--- src/rtl/key_debounce.sv ---
// Push-button front end: per-key two-flop synchroniser and debouncer, then a
// small FSM that emits one fixed-width one-hot pulse per press with lockout.

module key_debounce_lane #(
   parameter int DEB_CYCLES = 4
) (
   input  logic clock,
   input  logic reset,
   input  logic btn,
   output logic stable
);

   localparam int CW = $clog2(DEB_CYCLES + 1);

   logic          sync1;
   logic          sync2;
   logic [CW-1:0] cnt;

   // cnt tracks consecutive samples disagreeing with stable; any agreeing
   // sample restarts the run, so short glitches never reach the limit.
   always_ff @(posedge clock) begin
      if (reset) begin
         sync1  <= 1'b0;
         sync2  <= 1'b0;
         stable <= 1'b0;
         cnt    <= '0;
      end else begin
         sync1 <= btn;
         sync2 <= sync1;
         if (sync2 == stable) begin
            cnt <= '0;
         end else if (cnt == CW'(DEB_CYCLES - 1)) begin
            stable <= sync2;
            cnt    <= '0;
         end else begin
            cnt <= cnt + CW'(1);
         end
      end
   end

endmodule

module key_debounce #(
   parameter int NUM_KEY    = 4,
   parameter int DEB_CYCLES = 4,
   parameter int PULSE_LEN  = 2
) (
   input  logic                       clock,
   input  logic                       reset,
   input  logic [NUM_KEY-1:0]         btn,
   output logic [NUM_KEY-1:0]         k,
   output logic                       key_valid,
   output logic [$clog2(NUM_KEY)-1:0] key_code,
   output logic                       multi_press
);

   localparam int KW = $clog2(NUM_KEY);
   localparam int PW = $clog2(PULSE_LEN + 1);

   typedef enum logic [1:0] {IDLE, PRESS, HOLD} state_t;

   logic [NUM_KEY-1:0] stable;

   for (genvar g = 0; g < NUM_KEY; g++) begin : g_lane
      key_debounce_lane #(.DEB_CYCLES(DEB_CYCLES)) u_lane (
         .clock  (clock),
         .reset  (reset),
         .btn    (btn[g]),
         .stable (stable[g])
      );
   end

   state_t             state, state_nxt;
   logic [PW-1:0]      pcnt, pcnt_nxt;
   logic [NUM_KEY-1:0] k_nxt;
   logic               valid_nxt;
   logic [KW-1:0]      code_nxt;
   logic               multi_nxt;

   logic [KW-1:0]      low_idx;
   logic               many;

   // Lowest index wins: scan downwards so the last hit is the smallest.
   always_comb begin
      low_idx = '0;
      for (int i = NUM_KEY - 1; i >= 0; i--) begin
         if (stable[i]) low_idx = KW'(i);
      end
      many = |(stable & (stable - NUM_KEY'(1)));
   end

   always_comb begin
      state_nxt = state;
      pcnt_nxt  = pcnt;
      k_nxt     = k;
      valid_nxt = 1'b0;
      code_nxt  = key_code;
      multi_nxt = multi_press;
      unique case (state)
         IDLE: begin
            k_nxt = '0;
            if (|stable) begin
               k_nxt     = NUM_KEY'(1) << low_idx;
               code_nxt  = low_idx;
               valid_nxt = 1'b1;
               multi_nxt = many;
               pcnt_nxt  = PW'(PULSE_LEN - 1);
               state_nxt = PRESS;
            end
         end
         PRESS: begin
            if (pcnt == '0) begin
               k_nxt     = '0;
               state_nxt = HOLD;
            end else begin
               pcnt_nxt = pcnt - PW'(1);
            end
         end
         HOLD: begin
            k_nxt = '0;
            if (stable == '0) state_nxt = IDLE;
         end
         default: begin
            k_nxt     = '0;
            state_nxt = IDLE;
         end
      endcase
   end

   always_ff @(posedge clock) begin
      if (reset) begin
         state       <= IDLE;
         pcnt        <= '0;
         k           <= '0;
         key_valid   <= 1'b0;
         key_code    <= '0;
         multi_press <= 1'b0;
      end else begin
         state       <= state_nxt;
         pcnt        <= pcnt_nxt;
         k           <= k_nxt;
         key_valid   <= valid_nxt;
         key_code    <= code_nxt;
         multi_press <= multi_nxt;
      end
   end

endmodule

--- config.mk ---
export PLATFORM = sky130hd
export DESIGN_NAME = key_debounce
export DESIGN_NICKNAME = d
export VERILOG_FILES = /design/src/rtl/key_debounce.sv
export SDC_FILE = /design/constraint.sdc
export NUM_CORES = 1
export LEC_CHECK = 0
export CAP_MARGIN = 20
export CORE_MARGIN = 4
export CORE_UTILIZATION = 35
export DETAILED_ROUTE_END_ITERATION = 10
export SYNTH_ARGS = -nofsm -noshare
export SYNTH_HDL_FRONTEND = slang
export SYNTH_SLANG_ARGS = --single-unit
export TNS_END_PERCENT = 5
--- constraint.sdc ---
create_clock -name clock -period 3.55 [get_ports clock]
set_clock_uncertainty 0.2 [all_clocks]
set_input_delay 0.71 -clock clock [delete_from_list [all_inputs] [get_ports clock]]
set_output_delay 0.71 -clock clock [all_outputs]
set_load 0.02 [all_outputs]
# Yosys cells after proc, flatten, opt, wreduce, memory -nomap -nowiden
# Index checks and enable logic that the tools add are counted.
# W data, S select, Z words.
dict set report op_classes {
  add_sub_neg 6
  eq_ne 14
  n_shift 1
  mux 14
  bitwise_logic 6
  reduce_logical 18
}
# cell count
set ops {}
lappend ops {{$mux W2} 8}
lappend ops {{$add A3 B1 Y3 const B} 4}
lappend ops {{$eq A3 B2 Y1 const B} 4}
lappend ops {{$reduce_or A3 Y1} 4}
lappend ops {{$reduce_and A2 Y1} 5}
lappend ops {{$mux W4} 2}
lappend ops {{$ne A2 B2 Y1 const B} 4}
lappend ops {{$pmux W4 S2} 1}
lappend ops {{$reduce_or A4 Y1} 2}
lappend ops {{$pmux W2 S3} 1}
lappend ops {{$reduce_and A3 Y1} 2}
lappend ops {{$not A1 Y1} 5}
lappend ops {{$and A4 B4 Y4} 1}
lappend ops {{$eq A1 B1 Y1} 4}
lappend ops {{$logic_not A2 Y1} 2}
lappend ops {{$logic_not A4 Y1} 1}
lappend ops {{$pmux W2 S2} 1}
lappend ops {{$shl A1 B2 Y4 const A} 1}
lappend ops {{$sub A4 B1 Y4 const B} 1}
lappend ops {{$eq A2 B1 Y1 const B} 1}
lappend ops {{$eq A2 B2 Y1 const B} 1}
lappend ops {{$reduce_bool A2 Y1} 1}
lappend ops {{$reduce_or A2 Y1} 1}
lappend ops {{$sub A2 B1 Y2 const B} 1}
lappend ops {{$mux W1} 1}
dict set report totals {
  register_bits 36
  input_bits 6
  out_inout_bits 8
}

# Depth between registers and ports, before layout
# Gate-level depths: netlist (run 1).
dict set report logic_depth {
  word_depth 7
  mapped_depth 5
}

# By module
# Synthesis (run 1) repeated with hierarchy kept, for this count alone.
dict set report hier_totals {
  cells_unflattened 123
  hier_area_um2 1377.6
}
# module instances cells_per_inst area_per_inst_um2 seq_area_each_um2
set by_module_without_submodules {}
lappend by_module_without_submodules {key_debounce_lane 4 17 211.5 120.1}
lappend by_module_without_submodules {key_debounce 1 55 531.8 240.2}

# Worst setup path after synthesis (run 1)
# OpenSTA, ideal clock, no wires.
dict set report synth_path {
  kind {input port to flip-flop}
  startpoint {input reset}
  endpoint {register pcnt[1]}
  setup_time_ns 0.128
  arrival_ns 1.380
  required_ns 3.222
  path_slack_ns 1.842
  cell_stages 5
  n_path_buf 2
  cell_sequence {clkbuf_1 > buf_2 > nor2_1 > nand2_1 > o41ai_2}
}
# item line
set synth_rtl {}
lappend synth_rtl {{start, declared} 49} ;# input logic reset,
lappend synth_rtl {{end signal, assigned} 140} ;# pcnt <= pcnt_nxt;
lappend synth_rtl {{end, declared} 74} ;# logic [PW-1:0] pcnt, pcnt_nxt;

# Final worst setup path (run 1)
dict set report layout_path {
  startpoint {register k[3]}
  endpoint {output k[3]}
}
# item line
set layout_rtl {}
lappend layout_rtl {{start, declared} 51} ;# output logic [NUM_KEY-1:0] k,
lappend layout_rtl {{start signal, assigned} 141} ;# k <= k_nxt;
# No word-level cell between the ends.

==> run_results.csv, run 1 <==
group,metric,value,unit
synthesis,synthArstFlopShare,0,%
cells_and_area,nets,170,
sta,slew_violations,0,
clock_network,clk_pin_slew,0.06,ns
grt,grt_pass1_vias,944,
detailed_routing,drc_errors,0,
placed_design,gp_congestion,0.762,
grt,grt_util_all_layers,9.98,%
flow_run,cap_violations,0,
clock_network,htree_levels,2,
critical_path,crit_path_max_fanout,2,
cells_and_area,drive_above_1_share,10.3,%
clock_network,cts_resized,0,
synthesis,synth_area_per_cell,10.2,µm²
detailed_routing,wl_per_cell,11.3,µm
cells_and_area,antenna_cells,0,
critical_path,cp_top_family,"buffers and inverters",
sta,finalSetupViolCount,0,
synthesis,netlist_area,0.00144,mm²
run_status,status,"finished clean",
sta,finalCritPeriodShare,60.4,%
critical_path,cp.required,2.64,ns
cells_and_area,area_delta_synth_final,16.5,%
critical_path,critPathLaunchType,"flop",
clock_network,clkLatencyLatePin,0.28,ns
die,dieArea,0.00522,mm²
critical_path,cpPeakStageDelay,0.61,ns
synthesis,ys_warn_count,0,
clock_network,cts_made_buffers,5,
placed_design,place_hpwl,1.72,mm
critical_path,crit_path_end_kind,"output port",
synthesis,ys_seq_elements,36,
clock_network,postCtsHoldBufs,0,
synthesis,synth_edf_count,0,
critical_path,path_buf_inv,1,
sta,whs,0.217,ns
clock_network,clkSinkCount,36,
placed_design,portBuffers,13,
synthesis,netlist_top_cells_area,"dfxtp_1 (50%), ha_1 (7.8%), nor2_1 (6.8%)",
grt,grt_first_pass_wirelength,3.97,mm
detailed_routing,met3WireLength,92,µm
power,finalPower,0.720,mW
synthesis,synth.top_cell.area_share,49.9,%
sta,rsz0062_at_grt,"false",
synthesis,yosysMostFrequentCell,"dfxtp_1",
detailed_routing,top_layer_used,"met4",
detailed_routing,avgViaCountPerCell,4.74,
power,irDropWorstVdd,203,µV
power,total_leakage_power,0.619,nW
synthesis,yosysUniqueCellTypes,32,
critical_path,arrival,1.24,ns
grt,grt_max_degree,18,
synthesis,ys.flop_type,"dfxtp_1",
synthesis,synth_top_area_cell,"dfxtp_1",
detailed_routing,wl_met2,1.10,mm
grt,antenna_found_initial,0,
sta,final.setup.worst_slack,1.40,ns
die,die_w,72.2,µm
clock_network,cts_setup_buffers,0,
sta,finalCriticalPeriod,2.15,ns
grt,overflow,0,
clock_network,cts_tree,"built",
synthesis,syn_nets,157,
sta,max-slew-margin-rel,67.1,%
placed_design,dp_slack,1.26,ns
critical_path,path_cells,"clkdlybuf4s50_1",
clock_network,cts_root_buffer,"clkbuf_8",
min_path,hold_path_class,"flop to flop",
synthesis,synthCells,142,
cells_and_area,final_core_utilization,42.0,%
detailed_routing,vias,977,
detailed_routing,wl_met1,1.09,mm
sta,fmax,0.466,GHz
die,core,0.00400,mm²
detailed_routing,routed_wirelength,2.32,mm
detailed_routing,drt_pre_antenna_iters,4,
sta,tightest_slew,0.491,ns
detailed_routing,antenna_left,0,
die,start_util,36.1,%
power,powerDensity,428,mW/mm²
synthesis,ys_top_cells_by_count,"dfxtp_1 (36), nor2_1 (26), inv_1 (11), ha_1 (9), nor2b_1 (8)",
clock_network,cts.path.max_buffers,2,
critical_path,crit_type,"flop to output port",
sta,hold_viol,0,
die,die_h,72.2,µm
synthesis,yosysSeqAreaShare,49.9,%
sta,setup_tns,0,ns
detailed_routing,drtIter0Drc,19,
critical_path,cp_slowest_cell,"clkdlybuf4s50_1",
die,rows,23,
die,ioPinCount,14,
==> report_power, final <==
part	internal, mW	total, mW	switching, mW
combinational	0.0104	0.0193	0.00898
sequential	0.410	0.412	0.00230
clock	0.158	0.289	0.131
==> metrics by stage <==
stage | cell area [µm²] | std cells
5_1_grt | 1680 | 206
6_report | 1680 | 206
2_1_floorplan | 1440 | 142
3_3_place_gp | 1590 | 198
3_5_place_dp | 1590 | 198
4_1_cts | 1680 | 206
==> cells by family after synthesis <==
family                   synth area share, %
AND/OR/NAND/NOR                         19.5
flip-flops                              49.9
buffers and inverters                   6.50
AO/OA/AOI/OAI                           9.62
adder cells (fa/ha/maj)                 8.49
multiplexers                            3.55
XOR/XNOR                                2.43
==> sequential cells by signal, indices dropped and copies added (netlist names) <==
| register | count |
|---|---|
| g_lane.u_lane.cnt | 12 |
| g_lane.u_lane.stable | 4 |
| g_lane.u_lane.sync1 | 4 |
| g_lane.u_lane.sync2 | 4 |
| k | 4 |
| key_code | 2 |
| pcnt | 2 |
| state | 2 |
| key_valid | 1 |
| multi_press | 1 |
==> final timing paths <==
path	startpoint	endpoint	slack [ns]	cells past startpoint
setup / recovery	k[3]	k[3]	1.40	1
hold / removal	g_lane[0].u_lane.cnt[0]	g_lane[0].u_lane.cnt[0]	0.22	1
hold reg to reg	g_lane[0].u_lane.cnt[0]	g_lane[0].u_lane.cnt[0]	0.22	1
setup reg to reg	g_lane[2].u_lane.stable	pcnt[0]	2.01	3
==> metal layers <==
layer / GRT usage, % / vias up
met1: 11.3 / 462
li1: - / 497
met4: 5.01 / 0
met2: 15.7 / 12
met5: 0 / -
met3: 4.71 / 6
==> cells in the final DEF (no fill, tap or decap), types with 2 or more instances in the layout <==
cell	count
or2_1	2
clkbuf_1	2
dfxtp_1	36
nor2b_1	8
clkdlybuf4s50_1	13
a21oi_1	4
ha_1	9
xnor2_1	4
or3_1	5
nor2_1	26
clkbuf_8	6
o21ai_1	2
a32oi_1	3
mux2i_1	4
nand3b_1	2
inv_1	11
nand2_1	2
nor3_1	3
==> final cells by class <==
| type | count | area, µm² |
|---|---|---|
| clock buffers | 8 | 90.1 |
| fillers | 381 | 2320 |
| inverters | 11 | 41.3 |
| multi-input cells | 87 | 629 |
| flip-flops and latches | 36 | 721 |
| well taps | 50 | 62.6 |
| repair buffers | 14 | 138 |
Note: power is estimated with default switching activity, not from simulation.
==> inputs of run 2 (changes only) <==
==> constraint.sdc (replaced) <==
create_clock -name clock -period 2.07 [get_ports clock]
set_clock_uncertainty 0.2 [all_clocks]
set_input_delay 0.414 -clock clock [delete_from_list [all_inputs] [get_ports clock]]
set_output_delay 0.414 -clock clock [all_outputs]
set_load 0.02 [all_outputs]
==> run_results.csv, run 2 (synthesis results as in run 1) <==
group,metric,value,unit
die,rows,23,
clock_network,cts_root_buffer,"clkbuf_8",
sta,finalSetupViolCount,0,
power,clkPwrFrac,41.7,%
grt,grt_pass1_vias,990,
placed_design,place_hpwl,1.70,mm
cells_and_area,final_common_cell,"dfxtp_1",
critical_path,path_cells,"clkdlybuf4s50_1",
detailed_routing,routed_wirelength,2.40,mm
clock_network,htree_levels,2,
grt,antenna_found_initial,0,
clock_network,cts_setup_buffers,0,
placed_design,post-place-cells,198,
cells_and_area,fin_area,0.00170,mm²
power,p_sw_share,20.0,%
sta,hold_viol,0,
detailed_routing,drc_errors,0,
cells_and_area,largest_reg_flops,12,
critical_path,ff2ff_path_depth,5,
sta,setup_tns,0,ns
cells_and_area,drive_above_1_share,11.0,%
grt,grt_util_all_layers,11.1,%
clock_network,clkSinkCount,36,
grt,grt_max_degree,30,
flow_run,cap_violations,0,
clock_network,cts.path.max_buffers,2,
sta,slew_violations,0,
die,die_w,72.2,µm
die,die_h,72.2,µm
detailed_routing,antenna_left,0,
cells_and_area,top_register,"g_lane.u_lane.cnt",
detailed_routing,wl_per_cell,11.7,µm
sta,finalCriticalPeriod,1.86,ns
critical_path,path_buf_inv,1,
grt,overflow,0,
placed_design,portBuffers,13,
critical_path,cp_top_family,"buffers and inverters",
detailed_routing,avgViaCountPerCell,4.64,
sta,fmax,0.537,GHz
die,dieArea,0.00522,mm²
critical_path,critPathLaunchType,"flop",
cells_and_area,antenna_cells,0,
power,irDropWorstVdd,300,µV
cells_and_area,area_delta_synth_final,17.8,%
clock_network,cts_resized,0,
power,total_leakage_power,0.628,nW
die,core,0.00400,mm²
grt,grt_first_pass_wirelength,4.42,mm
detailed_routing,drt_pre_antenna_iters,3,
cells_and_area,nets,170,
detailed_routing,vias,951,
critical_path,cp.depth,1,
placed_design,gp_congestion,0.713,
clock_network,postCtsHoldBufs,0,
sta,rsz0062_at_grt,"false",
clock_network,clkLatencyLatePin,0.28,ns
clock_network,clk_pin_slew,0.07,ns
power,combPwrFrac,2.8,%
cells_and_area,final_cell_mix,"dfxtp_1 (36), nor2_1 (26), clkdlybuf4s50_1 (13), inv_1 (11), ha_1 (9)",
critical_path,cp_slowest_cell,"clkdlybuf4s50_1",
power,intPower,1.02,mW
critical_path,crit_path_max_fanout,2,
cells_and_area,final.fill_count,388,
power,powerDensity,749,mW/mm²
placed_design,placed_cell_area,0.00160,mm²
critical_path,arrival,1.25,ns
sta,whs,0.217,ns
clock_network,cts_made_buffers,5,
power,seq_power_share,55.4,%
die,ioPinCount,14,
min_path,hold_path_class,"flop to flop",
cells_and_area,fin_cells,205,
critical_path,cp.required,1.46,ns
critical_path,cpPeakStageDelay,0.61,ns
sta,finalCritPeriodShare,89.9,%
critical_path,crit_path_end_kind,"output port",
min_path,min_path_cells,1,
die,start_util,36.1,%
detailed_routing,drtIter0Drc,54,
run_status,status,"finished clean",
critical_path,crit_type,"flop to output port",
sta,max-slew-margin-rel,69.6,%
power,power_switching,0.255,mW
sta,tightest_slew,0.455,ns
clock_network,cts_tree,"built",
==> run 2: power groups by stage <==
stage	Clock, mW	Combinational [mW]	Sequential, mW
floorplan	0	0.0197	0.721
global placement	0	0.0351	0.722
detailed placement	0	0.0364	0.722
CTS	0.552	0.0367	0.706
global route	0.590	0.0405	0.707
finish	0.532	0.0360	0.706
==> run 2: layer usage <==
| metal | wire length [µm] | GRT usage [%] |
|---|---|---|
| met5 | 0 | 0 |
| met4 | 72 | 6.89 |
| met3 | 102 | 3.88 |
| met2 | 1120 | 18.1 |
| met1 | 1110 | 12.2 |
==> run 2: stage by stage <==
| stage | power (mW) | worst slack, ns | utilization [%] |
|---|---|---|---|
| floorplan | 0.741 | 0.594 | - |
| global placement | 0.757 | 0.286 | 40.1 |
| detailed placement | 0.758 | 0.250 | 40.1 |
| CTS | 1.30 | 0.189 | 42.5 |
| global route | 1.34 | 0.162 | 42.5 |
| finish | 1.27 | 0.208 | 42.5 |
==> run 2: path summary, 6_finish.rpt <==
| check | startpoint | endpoint | slack [ns] |
|---|---|---|---|
| worst max-delay path | key_code[1] | key_code[1] | 0.21 |
| worst max register to register | pcnt[0] | pcnt[1] | 0.51 |
| worst min-delay path | g_lane[3].u_lane.cnt[0] | g_lane[3].u_lane.cnt[0] | 0.22 |
| worst min register to register | g_lane[3].u_lane.cnt[0] | g_lane[3].u_lane.cnt[0] | 0.22 |
==> run 2: cell type report <==
cell class	count	area (µm²)	area share [%]
sequential	36	721	42.4
multi-input combinational	87	629	37.0
timing repair buffer	14	150	8.83
clock buffer	7	96.3	5.67
tap	50	62.6	3.68
inverter	11	41.3	2.43
==> inputs of run 3 (changes only) <==
--- a/config.mk
+++ b/config.mk
@@ -9,6 +9,7 @@
 export CORE_MARGIN = 4
 export CORE_UTILIZATION = 35
 export DETAILED_ROUTE_END_ITERATION = 10
+export PLACE_DENSITY_LB_ADDON = 0.2
 export SYNTH_ARGS = -nofsm -noshare
 export SYNTH_HDL_FRONTEND = slang
 export SYNTH_SLANG_ARGS = --single-unit
==> run_results.csv, run 3 (synthesis results as in run 1) <==
group,metric,value,unit
run_status,status,"finished clean",
detailed_routing,antenna_left,0,
cells_and_area,drive_above_1_share,10.3,%
detailed_routing,wl_met2,1.05,mm
grt,grt_max_degree,30,
critical_path,path_cells,"clkdlybuf4s50_1",
power,irDropWorstVdd,315,µV
sta,slew_violations,0,
die,start_util,36.1,%
detailed_routing,drtIter0Drc,52,
sta,rsz0062_at_grt,"false",
critical_path,crit_path_max_fanout,2,
clock_network,cts_made_buffers,5,
cells_and_area,antenna_cells,0,
cells_and_area,fin_area,0.00169,mm²
sta,finalCritPeriodShare,89.8,%
detailed_routing,top_layer_used,"met4",
critical_path,crit_type,"flop to output port",
grt,grt_util_all_layers,10.5,%
die,die_h,72.2,µm
sta,setup_tns,0,ns
cells_and_area,top_register,"g_lane.u_lane.cnt",
clock_network,clk_pin_slew,0.07,ns
placed_design,portBuffers,13,
flow_run,cap_violations,0,
detailed_routing,vias,949,
detailed_routing,drt_pre_antenna_iters,4,
critical_path,critPathLaunchType,"flop",
placed_design,place_hpwl,1.66,mm
detailed_routing,wl_met1,1.12,mm
clock_network,cts_root_buffer,"clkbuf_8",
critical_path,cp_slowest_cell,"clkdlybuf4s50_1",
critical_path,crit_path_end_kind,"output port",
critical_path,cpPeakStageDelay,0.61,ns
clock_network,clkSinkCount,36,
grt,grt_pass1_vias,953,
critical_path,cp.required,1.46,ns
sta,fmax,0.538,GHz
sta,max-slew-margin-rel,69.3,%
cells_and_area,final.fill_count,391,
cells_and_area,final_common_cell,"dfxtp_1",
grt,overflow,0,
placed_design,gp_congestion,0.714,
detailed_routing,drc_errors,0,
die,rows,23,
clock_network,cts.path.max_buffers,2,
sta,tightest_slew,0.459,ns
power,powerDensity,728,mW/mm²
detailed_routing,met3WireLength,105,µm
clock_network,cts_tree,"built",
die,ioPinCount,14,
clock_network,cts_resized,0,
cells_and_area,final_core_utilization,42.4,%
cells_and_area,nets,170,
sta,hold_viol,0,
cells_and_area,largest_reg_flops,12,
cells_and_area,final_cell_mix,"dfxtp_1 (36), nor2_1 (26), clkdlybuf4s50_1 (13), inv_1 (11), ha_1 (9)",
die,dieArea,0.00522,mm²
sta,finalCriticalPeriod,1.86,ns
clock_network,clkLatencyLatePin,0.28,ns
grt,antenna_found_initial,0,
die,die_w,72.2,µm
clock_network,htree_levels,2,
clock_network,cts_setup_buffers,0,
die,core,0.00400,mm²
detailed_routing,routed_wirelength,2.29,mm
placed_design,placed_cell_area,0.00160,mm²
grt,grt_first_pass_wirelength,4.26,mm
power,finalPower,1.23,mW
clock_network,postCtsHoldBufs,0,
detailed_routing,wl_per_cell,11.1,µm
sta,whs,0.224,ns
min_path,hold_path_class,"flop to flop",
power,total_leakage_power,0.623,nW
critical_path,cp_top_family,"buffers and inverters",
critical_path,path_buf_inv,1,
cells_and_area,area_delta_synth_final,17.3,%
critical_path,arrival,1.25,ns
sta,finalSetupViolCount,0,
detailed_routing,avgViaCountPerCell,4.61,
run 3: cell count changes in the layout (fill, tap and decap cells not counted):
cell,change
clkbuf_1,+2
clkbuf_8,-1
run 3: worst paths after layout:
kind | start | endpoint | slack [ns] | cells after the start
max | key_code[1] | key_code[1] | 0.21 | 1
min | g_lane[3].u_lane.cnt[0] | g_lane[3].u_lane.cnt[0] | 0.22 | 1
min reg2reg | g_lane[3].u_lane.cnt[0] | g_lane[3].u_lane.cnt[0] | 0.22 | 1
max reg2reg | g_lane[2].u_lane.stable | pcnt[0] | 0.51 | 3
run 3: final cells by class:
type / instances / area, µm² / share of cell area [%]
tap: 50 / 62.6 / 3.69
timing repair buffer: 14 / 150 / 8.86
multi-input combinational: 87 / 629 / 37.1
sequential: 36 / 721 / 42.5
inverter: 11 / 41.3 / 2.44
clock buffer: 8 / 90.1 / 5.32
run 3: stage by stage:
step / setup WS (ns) / std cells
global placement: 0.286 / 198
CTS: 0.187 / 206
global route: 0.178 / 206
detailed placement: 0.247 / 198
floorplan: 0.594 / 142
finish: 0.211 / 206
run 3: routing by layer:
metal / vias up / track usage (%)
met5: - / 0
met1: 433 / 13.1
met3: 2 / 4.71
met2: 20 / 16.3
met4: 0 / 3.13
li1: 494 / -
run 3: report_power, final:
part           switching [mW]  internal (mW)
clock                   0.221          0.271
sequential            0.00387          0.702
combinational          0.0153         0.0203
total                   0.240          0.994
